<file path="config.mk">
export PLATFORM = sky130hd
export DESIGN_NAME = t21_port_arbiter
export DESIGN_NICKNAME = d
export VERILOG_FILES = /design/src/rtl/t21_port_arbiter.sv
export SDC_FILE = /design/constraint.sdc
export NUM_CORES = 1
export LEC_CHECK = 0
export BUFFER_PORTS_ARGS = -buffer_cell sky130_fd_sc_hd__buf_2
export CELL_PAD_IN_SITES_DETAIL_PLACEMENT = 1
export CELL_PAD_IN_SITES_GLOBAL_PLACEMENT = 1
export CORE_MARGIN = 2
export CORE_UTILIZATION = 31
export DETAILED_ROUTE_END_ITERATION = 10
export PLACE_DENSITY_LB_ADDON = 0.1
export SLEW_MARGIN = 20
export SYNTH_ARGS = -nofsm -noshare
export SYNTH_HDL_FRONTEND = slang
export SYNTH_SLANG_ARGS = --single-unit
</file>
<file path="constraint.sdc">
create_clock -name clk -period 2.1 [get_ports clk]
set_clock_uncertainty 0.15 [all_clocks]
set_input_delay 0.21 -clock clk [delete_from_list [all_inputs] [get_ports clk]]
set_output_delay 0.21 -clock clk [all_outputs]
set_load 0.03 [all_outputs]
</file>
<file path="src/rtl/t21_port_arbiter.sv">
// -----------------------------------------------------------------------------
// t21_port_arbiter
//
// Source-port scheduler for one read operand of a t21 node. The four
// directional input streams (left/right/up/down) are shared among direct,
// ANY, LAST and NIL read requests. Each accepted request yields exactly one
// word on the registered output stream. The port that served the most recent
// ANY read is remembered as the LAST port (TIS-100 semantics).
//
// Build option:
//   T21_ARB_ROUND_ROBIN_EN  defined   -> ANY priority rotates. The search
//                                        starts at the port after last_port
//                                        (at L when no LAST is recorded) and
//                                        wraps D -> L.
//                           undefined -> fixed ANY order L, R, U, D.
//
// Ports:
//   clk, reset                 clock, synchronous active-high reset
//   <dir>_in_data/valid/ready  four neighbour streams; ready is a one-cycle
//                              consume strobe (dir = left, right, up, down)
//   req, req_ready, sel        request handshake and source select
//                              (0 L, 1 R, 2 U, 3 D, 4 ANY, 5 LAST, 6/7 NIL)
//   out_data, out_valid        registered result word, held until out_ready
//   out_ready                  execute stage accepts out_data
//   last_port, last_set        recorded LAST port and its validity flag
// -----------------------------------------------------------------------------
module t21_port_arbiter #(
    parameter int                DATA_W    = 11,
    parameter logic [DATA_W-1:0] NIL_VALUE = '0
) (
    input  logic              clk,
    input  logic              reset,

    input  logic [DATA_W-1:0] left_in_data,
    input  logic              left_in_valid,
    output logic              left_in_ready,
    input  logic [DATA_W-1:0] right_in_data,
    input  logic              right_in_valid,
    output logic              right_in_ready,
    input  logic [DATA_W-1:0] up_in_data,
    input  logic              up_in_valid,
    output logic              up_in_ready,
    input  logic [DATA_W-1:0] down_in_data,
    input  logic              down_in_valid,
    output logic              down_in_ready,

    input  logic              req,
    output logic              req_ready,
    input  logic [2:0]        sel,

    output logic [DATA_W-1:0] out_data,
    output logic              out_valid,
    input  logic              out_ready,

    output logic [1:0]        last_port,
    output logic              last_set
);

    typedef enum logic [1:0] {
        IDLE = 2'd0,
        WAIT = 2'd1,
        HOLD = 2'd2
    } state_t;

    localparam logic [2:0] SEL_ANY  = 3'd4;
    localparam logic [2:0] SEL_LAST = 3'd5;

    state_t            state_q;
    logic [2:0]        sel_q;
    logic [DATA_W-1:0] out_data_q;
    logic              out_valid_q;
    logic [1:0]        last_port_q;
    logic              last_set_q;

    // Port-indexed views of the four streams (0 L, 1 R, 2 U, 3 D).
    logic [3:0]        in_valid;
    logic [DATA_W-1:0] in_data [4];
    logic [3:0]        in_ready;

    assign in_valid   = {down_in_valid, up_in_valid, right_in_valid, left_in_valid};
    assign in_data[0] = left_in_data;
    assign in_data[1] = right_in_data;
    assign in_data[2] = up_in_data;
    assign in_data[3] = down_in_data;

    assign left_in_ready  = in_ready[0];
    assign right_in_ready = in_ready[1];
    assign up_in_ready    = in_ready[2];
    assign down_in_ready  = in_ready[3];

    // ------------------------------------------------------------------
    // ANY search: rot_idx[k] is the k-th port to consider, rot_valid[k]
    // its valid. The first valid entry in rotated order wins.
    // ------------------------------------------------------------------
    logic [1:0] any_start;
    logic [1:0] rot_idx   [4];
    logic [3:0] rot_valid;
    logic       any_hit;
    logic [1:0] any_port;

`ifdef T21_ARB_ROUND_ROBIN_EN
    // 2-bit addition wraps D -> L naturally.
    assign any_start = last_set_q ? (last_port_q + 2'd1) : 2'd0;
`else
    assign any_start = 2'd0;
`endif

    generate
        for (genvar gi = 0; gi < 4; gi++) begin : g_rot
            assign rot_idx[gi]   = any_start + 2'(gi);
            assign rot_valid[gi] = in_valid[rot_idx[gi]];
        end
    endgenerate

    always_comb begin
        any_hit  = 1'b0;
        any_port = 2'd0;
        // Walk from lowest priority up so the highest-priority hit is the
        // one left standing.
        for (int i = 3; i >= 0; i--) begin
            if (rot_valid[i]) begin
                any_hit  = 1'b1;
                any_port = rot_idx[i];
            end
        end
    end

    // ------------------------------------------------------------------
    // Grant for the pending request. Only meaningful in WAIT, where sel_q
    // is 0..5; LAST only reaches WAIT with a recorded port.
    // ------------------------------------------------------------------
    logic [1:0] grant_port;
    logic       grant_ok;
    logic       take;

    always_comb begin
        grant_port = sel_q[1:0];
        grant_ok   = in_valid[sel_q[1:0]];
        case (sel_q)
            SEL_ANY: begin
                grant_port = any_port;
                grant_ok   = any_hit;
            end
            SEL_LAST: begin
                grant_port = last_port_q;
                grant_ok   = in_valid[last_port_q];
            end
            default: begin
                grant_port = sel_q[1:0];
                grant_ok   = in_valid[sel_q[1:0]];
            end
        endcase
    end

    // The transfer happens in the cycle ready is shown. Gating with reset
    // keeps a word from being consumed in a cycle whose result is discarded.
    assign take = (state_q == WAIT) && grant_ok && !reset;

    generate
        for (genvar gi = 0; gi < 4; gi++) begin : g_ready
            assign in_ready[gi] = take && (grant_port == 2'(gi));
        end
    endgenerate

    // ------------------------------------------------------------------
    // Control FSM with registered outputs.
    // ------------------------------------------------------------------
    always_ff @(posedge clk) begin
        if (reset) begin
            state_q     <= IDLE;
            sel_q       <= 3'd0;
            out_data_q  <= '0;
            out_valid_q <= 1'b0;
            last_port_q <= 2'd0;
            last_set_q  <= 1'b0;
        end else begin
            case (state_q)
                IDLE: begin
                    if (req) begin
                        sel_q <= sel;
                        if ((sel <= SEL_ANY) || ((sel == SEL_LAST) && last_set_q)) begin
                            state_q <= WAIT;
                        end else begin
                            // NIL, or LAST with nothing recorded: no port
                            // is touched and the answer is immediate.
                            out_data_q  <= NIL_VALUE;
                            out_valid_q <= 1'b1;
                            state_q     <= HOLD;
                        end
                    end
                end
                WAIT: begin
                    if (take) begin
                        out_data_q  <= in_data[grant_port];
                        out_valid_q <= 1'b1;
                        state_q     <= HOLD;
                        if (sel_q == SEL_ANY) begin
                            last_port_q <= grant_port;
                            last_set_q  <= 1'b1;
                        end
                    end
                end
                HOLD: begin
                    if (out_ready) begin
                        out_valid_q <= 1'b0;
                        state_q     <= IDLE;
                    end
                end
                default: begin
                    state_q <= IDLE;
                end
            endcase
        end
    end

    assign req_ready = (state_q == IDLE);
    assign out_data  = out_data_q;
    assign out_valid = out_valid_q;
    assign last_port = last_port_q;
    assign last_set  = last_set_q;

endmodule

</file>
==> results of run 1 <==
==> cells in the mapped netlist (3+ instances only) <==
cell / count
nand2b_1: 6
nor2_1: 12
a21oi_1: 5
buf_6: 4
nand2_1: 5
inv_1: 3
dfxtp_1: 20
a22o_1: 11
nand3_1: 3
mux2i_1: 37
==> stage by stage <==
| step | std cells | setup WS, ns |
|---|---|---|
| 6_report | 267 | -0.0715 |
| 5_1_grt | 267 | -0.183 |
| 4_1_cts | 267 | -0.0908 |
| 3_5_place_dp | 259 | -0.0869 |
| 3_3_place_gp | 259 | -0.00851 |
| 2_1_floorplan | 137 | -0.0327 |
==> registers in the layout (all words and copies together) (netlist names) <==
register and cells:
last_set 1, sel_q 3, out_valid 1, last_port 2, out_data 11, state_q 2
==> cells by family (layout without fill, tap and decap cells) <==
logic type	after synthesis	after routing	share of synthesized area
buffers and inverters	12	91	0.0600
DFF	20	20	0.300
and+or+nand+nor	37	38	0.149
AOI/OAI and AO/OA	28	28	0.188
muxes	40	40	0.303
==> cell type report <==
cell class | instances | area share
repair buffers | 83 | 0.244
multi-input cells | 106 | 0.476
clock buffers | 4 | 0.0286
well taps | 50 | 0.0325
flip-flops and latches | 20 | 0.211
inverters | 4 | 0.00780
==> power groups by stage <==
stage / sequential, mW / combinational [mW] / clock, mW
floorplan: 0.463 / 0.201 / 0
global route: 0.434 / 0.385 / 0.327
finish: 0.429 / 0.356 / 0.296
global placement: 0.435 / 0.325 / 0
CTS: 0.430 / 0.357 / 0.303
detailed placement: 0.435 / 0.334 / 0
==> worst paths after layout <==
kind,from,end,cells after the start
setup / recovery,sel_q[0],down_in_ready,8
hold / removal,sel[1],sel_q[1],3
setup reg to reg,sel_q[0],out_data[3],6
hold reg to reg,out_valid,out_valid,2
==> worst min-delay path, cell delays in order <==
cell and delay (ns):
buf_2 0.09, mux2i_1 0.06, nor2_1 0.07
==> timing repair <==
action / 4_1_cts / 5_1_grt
hold buffers: 0 / 0
buffers inserted: 3 / 0
resized for setup: 23 / 1
endpoints found under the setup margin: 15 / 16
gates cloned: 1 / 0
pin swaps: 7 / 1
==> layer usage <==
layer | vias up | global-route usage
li1 | 664 | -
met4 | 0 | 0.0414
met2 | 44 | 0.304
met1 | 632 | 0.190
met3 | 7 | 0.0422
met5 | - | 0
==> flow_summary.json, run 1 <==
{
  "start_util": 0.329,
  "cts_buffers": 3,
  "hold_path_class": "input pin to flop",
  "vdd_drop_max_uv": 321,
  "wire_per_inst_um": 15.1,
  "grt_max_degree": 14,
  "antenna_found_initial": 0,
  "critPathKind": "flop to primary output",
  "layout_common_cells": "buf_2, mux2i_1, dfxtp_1, a22o_1, nor2_1",
  "vias_per_cell": 5.04,
  "stdcell_area_mm2": 0.00193,
  "cp.required_ns": 1.74,
  "multi_input_area_um2": 916,
  "syn_area_mm2": 0.00133,
  "grt_first_pass_wirelength_um": 6500,
  "slowest_delay_ns": 0.35,
  "grt_pass1_vias": 1418,
  "p_sw_frac": 0.317,
  "gp_congestion": 0.910,
  "grt_util_all_layers": 0.166,
  "cp-end-kind": "primary output",
  "dieArea_mm2": 0.00484,
  "yosys.area.top_type": "dfxtp_1",
  "layout_min_cycle_time_ns": 2.17,
  "routed_wl_um": 4040,
  "num-fill-cells": 501,
  "post_dp_cell_area_mm2": 0.00175,
  "hpwlAfterDp_um": 3180,
  "ant_nets": 0,
  "crit_fanout": 6,
  "crit_path_frequent_cell": "buf_6",
  "path_clk_slew_ns": 0.07,
  "drive_above_1_share": 0.525,
  "maxSlewViolCount": 0,
  "fin_ws_ns": -0.0715,
  "gr-total-overflow": 0,
  "die_width_um": 69.6,
  "drtIter0Drc": 35,
  "crit_chain": "buf_6 -> o211ai_1 -> nand3_1 -> a221oi_4 -> buf_6 -> nand2_4 -> nor2_2 -> buf_6",
  "cts_buffer_depth": 2,
  "wl_met2_um": 2100,
  "syn-mean-instance-area_um2": 9.74,
  "ioPinCount": 75,
  "syn_nets": 192,
  "p_sw_uw": 343,
  "fin_tns_setup_ns": -0.257,
  "pwr-share-clk": 0.274,
  "rows": 23,
  "synthTopCellsByArea": "dfxtp_1, mux2i_1, a22o_1, buf_6, nor2_1",
  "cts-root-buf": "clkbuf_8",
  "ff_latch_area_um2": 407,
  "r2r_setup_slack_ns": 0.01,
  "rsz0062_at_grt": "true",
  "wl_met3_um": 218,
  "synth_cell_types": 37,
  "synth_flop_cell": "dfxtp_1",
  "async_reset_ff_frac": 0,
  "tritoncts": "done",
  "critPathTopFamily": "compound AO/OA/AOI/OAI gates",
  "finalHoldViolCount": 0,
  "powerDensity_mw_per_mm2": 562,
  "crit_arrival_ns": 1.81,
  "ys_seq_area_frac": 0.300,
  "synth_top_area_share": 0.300,
  "cp_num_buf_inv": 3,
  "firstDrtPassIters": 2,
  "slowest_stage": "dfxtp_2",
  "tightest_slew_ns": 0.803,
  "vias": 1347,
  "area_delta_synth_final_pct": 44.4,
  "status": "complete, but fails checks",
  "cts.sinks": 20,
  "p_seq_frac": 0.397,
  "io_buffer_count": 74,
  "period_share": 1.03,
  "cp-start-kind": "flop",
  "pwr-share-comb": 0.329,
  "core_area_mm2": 0.00406,
  "maxSlewHeadroom": 0.462,
  "maxCapViolCount": 0,
  "netlist_instances": 137,
  "met1_length_um": 1670,
  "hold_ws_ns": 0.0473,
  "die_y_um": 69.6,
  "n_antenna_cell": 0,
  "leakage_nw": 1.01,
  "violations": "negative setup slack",
  "final_net_count": 273,
  "p_total_mw": 1.08,
  "synth_edf_count": 0,
  "clock_latency_ns": 0.26,
  "synth-seq-cells": 20,
  "cts_htree_levels": 1,
  "setup_viol_count_final": 4,
  "yosysWarnings": 0,
  "drc": 0,
  "p_int_uw": 738,
  "final_common_cell": "buf_2",
  "max_freq_ghz": 0.461,
  "top_layer": "met4",
  "fin_util": 0.475
}
Power figures use the tool's default switching activity.
==> run 2, diff against run 1 <==
--- a/config.mk
+++ b/config.mk
@@ -12,6 +12,7 @@
 export CORE_UTILIZATION = 31
 export DETAILED_ROUTE_END_ITERATION = 10
 export PLACE_DENSITY_LB_ADDON = 0.1
+export REMOVE_ABC_BUFFERS = 1
 export SLEW_MARGIN = 20
 export SYNTH_ARGS = -nofsm -noshare
 export SYNTH_HDL_FRONTEND = slang
==> run 2 against run 1 <==
  * Total power is 10% higher
  * Setup slack lost 0.0072 ns
  * Final area increased by 4.0%
  * Register-to-register slack is essentially flat
  * The run still ends with negative setup slack left
  * Sequential power barely moved
  * Via count rose by 1.6%
  * Sequential share of layout area is 0.69 points lower
  * Clock power is 31% higher
  * Critical endpoint is now left_in_ready
  * Count of clock-buffer cells in the layout fell by 1
  * Critical path depth did not move
  * Fmax down 0.33%
  * Critical path type unchanged
==> flow_summary.json, run 2 (synthesized netlist as in run 1, its figures left out) <==
{
  "status": "complete, but fails checks",
  "violations": "negative setup slack",
  "pwr-share-clk": 0.326,
  "hpwlAfterDp_um": 3050,
  "core_area_mm2": 0.00406,
  "clock_latency_ns": 0.26,
  "wire_per_inst_um": 15.5,
  "worstRegToRegCells": 9,
  "cp-start-kind": "flop",
  "rsz0062_at_grt": "true",
  "p_sw_frac": 0.299,
  "hold_path_class": "input pin to flop",
  "r2r_setup_slack_ns": 0.01,
  "cp.required_ns": 1.74,
  "fin_util": 0.494,
  "final_net_count": 278,
  "critPathKind": "flop to primary output",
  "rows": 23,
  "drtIter0Drc": 51,
  "setup_viol_count_final": 4,
  "io_buffer_count": 74,
  "grt_pass1_vias": 1437,
  "routed_wl_um": 4230,
  "tritoncts": "done",
  "cts-root-buf": "clkbuf_8",
  "p_int_uw": 835,
  "crit_chain": "buf_6 -> o211ai_1 -> nand3_1 -> a221oi_4 -> buf_6 -> nand2b_4 -> nor2_4 -> buf_6",
  "p_sw_uw": 357,
  "endpoint": "left_in_ready",
  "timing.rr.start": "sel_q[0]",
  "startpoint": "sel_q[0]",
  "period_share": 1.04,
  "slowest_delay_ns": 0.37,
  "fin_tns_setup_ns": -0.235,
  "finalHoldViolCount": 0,
  "vias": 1368,
  "antenna_found_initial": 0,
  "firstDrtPassIters": 4,
  "gr-total-overflow": 0,
  "num-fill-cells": 512,
  "maxCapViolCount": 0,
  "start_util": 0.329,
  "ant_nets": 0,
  "maxSlewHeadroom": 0.486,
  "cts_buffers": 3,
  "drc": 0,
  "drive_above_1_share": 0.532,
  "p_seq_frac": 0.359,
  "powerDensity_mw_per_mm2": 595,
  "grt_first_pass_wirelength_um": 6640,
  "max_freq_ghz": 0.459,
  "final_cells": 272,
  "rr_endpoint": "state_q[0]",
  "p_total_mw": 1.19,
  "maxSlewViolCount": 0,
  "dieArea_mm2": 0.00484,
  "slowest_stage": "dfxtp_4",
  "crit_fanout": 5,
  "final_common_cell": "buf_2",
  "vias_per_cell": 5.03,
  "largest_register_ffs": 11,
  "ioPinCount": 75,
  "leakage_nw": 1.06,
  "place_inst": 260,
  "crit_path_frequent_cell": "buf_6",
  "grt_max_degree": 15,
  "fin_ws_ns": -0.0787,
  "path_clk_slew_ns": 0.08,
  "area_delta_synth_final_pct": 50.2,
  "n_antenna_cell": 0,
  "grt_util_all_layers": 0.168,
  "layout_min_cycle_time_ns": 2.18,
  "hold_ws_ns": 0.0892,
  "cts_buffer_depth": 2,
  "die_width_um": 69.6,
  "hold_buffers": 0,
  "tightest_slew_ns": 0.767,
  "vdd_drop_max_uv": 233,
  "crit_arrival_ns": 1.82,
  "die_y_um": 69.6,
  "pwr-share-comb": 0.315,
  "layout_common_cells": "buf_2, mux2i_1, dfxtp_1, a22o_1, buf_4",
  "gp_congestion": 0.835,
  "cts_htree_levels": 1,
  "cp-end-kind": "primary output",
  "cts.sinks": 20
}
==> run 2: power by group through the flow <==
stage                     registers, mW  clock network, mW  logic, mW
after global placement            0.433                  0      0.329
after CTS                         0.427              0.402      0.354
after global routing              0.433              0.419      0.406
after detailed placement          0.433                  0      0.341
after floorplan                   0.465                  0      0.176
final                             0.428              0.388      0.376
==> run 2: worst max-delay path, delay by kind of cell (launching register included) <==
kind	cells	cell delay [ns]
buf+inv	3	0.43
simple gates	3	0.33
flops	1	0.37
compound gates	2	0.43
==> run 2: worst min-delay path by stage <==
| stage | startpoint | cells after the start | endpoint |
|---|---|---|---|
| after floorplan | reset | 1 | last_set |
| after global placement | out_valid | 2 | out_valid |
| after detailed placement | out_valid | 2 | out_valid |
| after CTS | sel[2] | 3 | sel_q[2] |
| after global routing | out_ready | 3 | state_q[1] |
| final | sel[1] | 3 | sel_q[1] |
==> run 2: area by class of cell <==
class,instances,area [um2],share of cell area
multi-input cells,106,925,0.462
repair buffers,88,520,0.260
flip-flops and latches,20,409,0.204
well taps,50,62.6,0.0312
clock buffers,3,41.3,0.0206
clock inverters,1,30.0,0.0150
inverters,4,15.0,0.00750
==> run 2: layer usage <==
layer | up-vias | part of all wire | track usage
met5 | - | 0 | 0
met4 | 0 | 0.0040 | 0.0392
met3 | 2 | 0.056 | 0.0349
met2 | 46 | 0.52 | 0.300
met1 | 650 | 0.42 | 0.205
li1 | 670 | - | -
==> run 2: what timing repair did <==
item / in CTS / in global routing
resized for setup: 17 / 17
endpoints found under the setup margin: 15 / 16
cloned: 1 / 0
pin swaps: 5 / 5
setup buffers: 1 / 6
==> run 2: metrics by stage <==
stage                     setup WS [ns]  cell area [um2]
after global placement          -0.0405             1750
after global routing             -0.171             2000
after CTS                       -0.0652             1890
after detailed placement        -0.0949             1750
after floorplan                  -0.273             1270
final                           -0.0787             2000
==> run 3, diff against run 2 <==
--- a/config.mk
+++ b/config.mk
@@ -17,3 +17,4 @@
 export SYNTH_ARGS = -nofsm -noshare
 export SYNTH_HDL_FRONTEND = slang
 export SYNTH_SLANG_ARGS = --single-unit
+export TNS_END_PERCENT = 20
==> run 3 against run 2 <==
  * Routed wire length is 2.3% lower
  * Fmax grew 1.3%
  * Utilization decreased by 1.2 points
  * Non-clock buffer count shrank 3
  * The flow still finishes with violations (negative setup slack)
==> flow_summary.json, run 3 (synthesized netlist as in run 1, its figures left out) <==
{
  "status": "complete, but fails checks",
  "violations": "negative setup slack",
  "vias": 1338,
  "critPathKind": "flop to primary output",
  "routed_wl_um": 4130,
  "layout_common_cells": "buf_2, mux2i_1, dfxtp_1, a22o_1, buf_4",
  "die_width_um": 69.6,
  "critPathTopFamily": "buffers and inverters",
  "grt_max_degree": 15,
  "worstRegToRegCells": 8,
  "slowest_delay_ns": 0.37,
  "crit_path_frequent_cell": "buf_6",
  "antenna_found_initial": 0,
  "hold_path_class": "input pin to flop",
  "dieArea_mm2": 0.00484,
  "cp.required_ns": 1.74,
  "cp_num_buf_inv": 3,
  "hpwlAfterDp_um": 3050,
  "cts_buffer_depth": 2,
  "io_buffer_count": 74,
  "tightest_slew_ns": 0.811,
  "maxCapViolCount": 0,
  "drtIter0Drc": 45,
  "grt_pass1_vias": 1437,
  "maxSlewHeadroom": 0.459,
  "cts_htree_levels": 1,
  "n_antenna_cell": 0,
  "largest_register_ffs": 11,
  "rows": 23,
  "rsz0062_at_grt": "true",
  "area_delta_synth_final_pct": 46.5,
  "crit_fanout": 5,
  "wire_per_inst_um": 15.3,
  "tritoncts": "done",
  "cp-start-kind": "flop",
  "hold_ws_ns": 0.0887,
  "slowest_stage": "dfxtp_4",
  "vias_per_cell": 4.97,
  "p_total_mw": 1.18,
  "gp_congestion": 0.835,
  "firstDrtPassIters": 4,
  "crit_arrival_ns": 1.79,
  "period_share": 1.02,
  "fin_ws_ns": -0.0498,
  "die_y_um": 69.6,
  "gr-total-overflow": 0,
  "drc": 0,
  "cts_buffers": 3,
  "max_freq_ghz": 0.465,
  "grt_first_pass_wirelength_um": 6640,
  "hold_buffers": 0,
  "clock_latency_ns": 0.26,
  "grt_util_all_layers": 0.168,
  "vdd_drop_max_uv": 231,
  "layout_min_cycle_time_ns": 2.15,
  "cts.sinks": 20,
  "path_clk_slew_ns": 0.08,
  "whs_path_depth": 3,
  "powerDensity_mw_per_mm2": 605,
  "leakage_nw": 1.02,
  "finalHoldViolCount": 0,
  "crit_chain": "buf_6 -> o211ai_1 -> nand3_1 -> a221oi_4 -> buf_6 -> nand2b_4 -> nor2_4 -> buf_6",
  "cts-root-buf": "clkbuf_8",
  "path_depth": 8,
  "cp-end-kind": "primary output",
  "final_net_count": 275,
  "drive_above_1_share": 0.521,
  "core_area_mm2": 0.00406,
  "start_util": 0.329,
  "ant_nets": 0,
  "maxSlewViolCount": 0,
  "final_common_cell": "buf_2",
  "ioPinCount": 75,
  "setup_viol_count_final": 5
}
## run 3: final cells by class
class	count	area, um2
clock inverter	1	30.0
tap	50	62.6
fill	509	2100
multi-input combinational	106	911
clock buffer	3	41.3
timing repair buffer	85	485
inverter	4	15.0
sequential	20	409
## run 3: power breakdown
group,total [mW],switching [mW],internal (mW)
combinational,0.365,0.195,0.170
clock,0.389,0.135,0.254
sequential,0.427,0.0223,0.405
total,1.18,0.353,0.829
## run 3: worst paths after layout
kind | start | end | slack (ns)
max | sel_q[0] | left_in_ready | -0.05
min | sel[1] | sel_q[1] | 0.09
max reg2reg | sel_q[0] | last_port[0] | -0.02
min reg2reg | out_valid | out_valid | 0.33
## run 3: worst register-to-register path: cells and delay by family, from the launching register on
family	cells	cell delay [ns]
multiplexers	1	0.32
flip-flops	1	0.37
AND/OR/NAND/NOR	2	0.25
AO/OA/AOI/OAI	2	0.42
buffers and inverters	3	0.50
## run 3: metal layers
metal / global-route usage / share of wire / vias to the layer above
li1: - / - / 667
met1: 0.205 / 0.43 / 628
met2: 0.300 / 0.52 / 41
met3: 0.0349 / 0.051 / 2
met4: 0.0392 / 0.0041 / 0
met5: 0 / 0 / -
## run 3: metrics by stage
step | worst slack [ns] | utilization | std cells | TNS (ns) | instance area, um2
after floorplan | -0.273 | - | 129 | -2.24 | 1270
after detailed placement | -0.0949 | 0.432 | 260 | -0.495 | 1750
after global placement | -0.0405 | 0.432 | 260 | -0.0405 | 1750
final | -0.0498 | 0.482 | 269 | -0.175 | 1950
after CTS | -0.0652 | 0.466 | 266 | -0.210 | 1890
after global routing | -0.164 | 0.482 | 269 | -1.94 | 1950
## run 3: timing repair
| action | 4_1_cts | 5_1_grt |
|---|---|---|
| pin swaps | 5 | 5 |
| gates resized for setup | 17 | 11 |
| gates cloned | 1 | 0 |
| setup buffers | 1 | 3 |
| endpoints found under the setup margin | 15 | 16 |
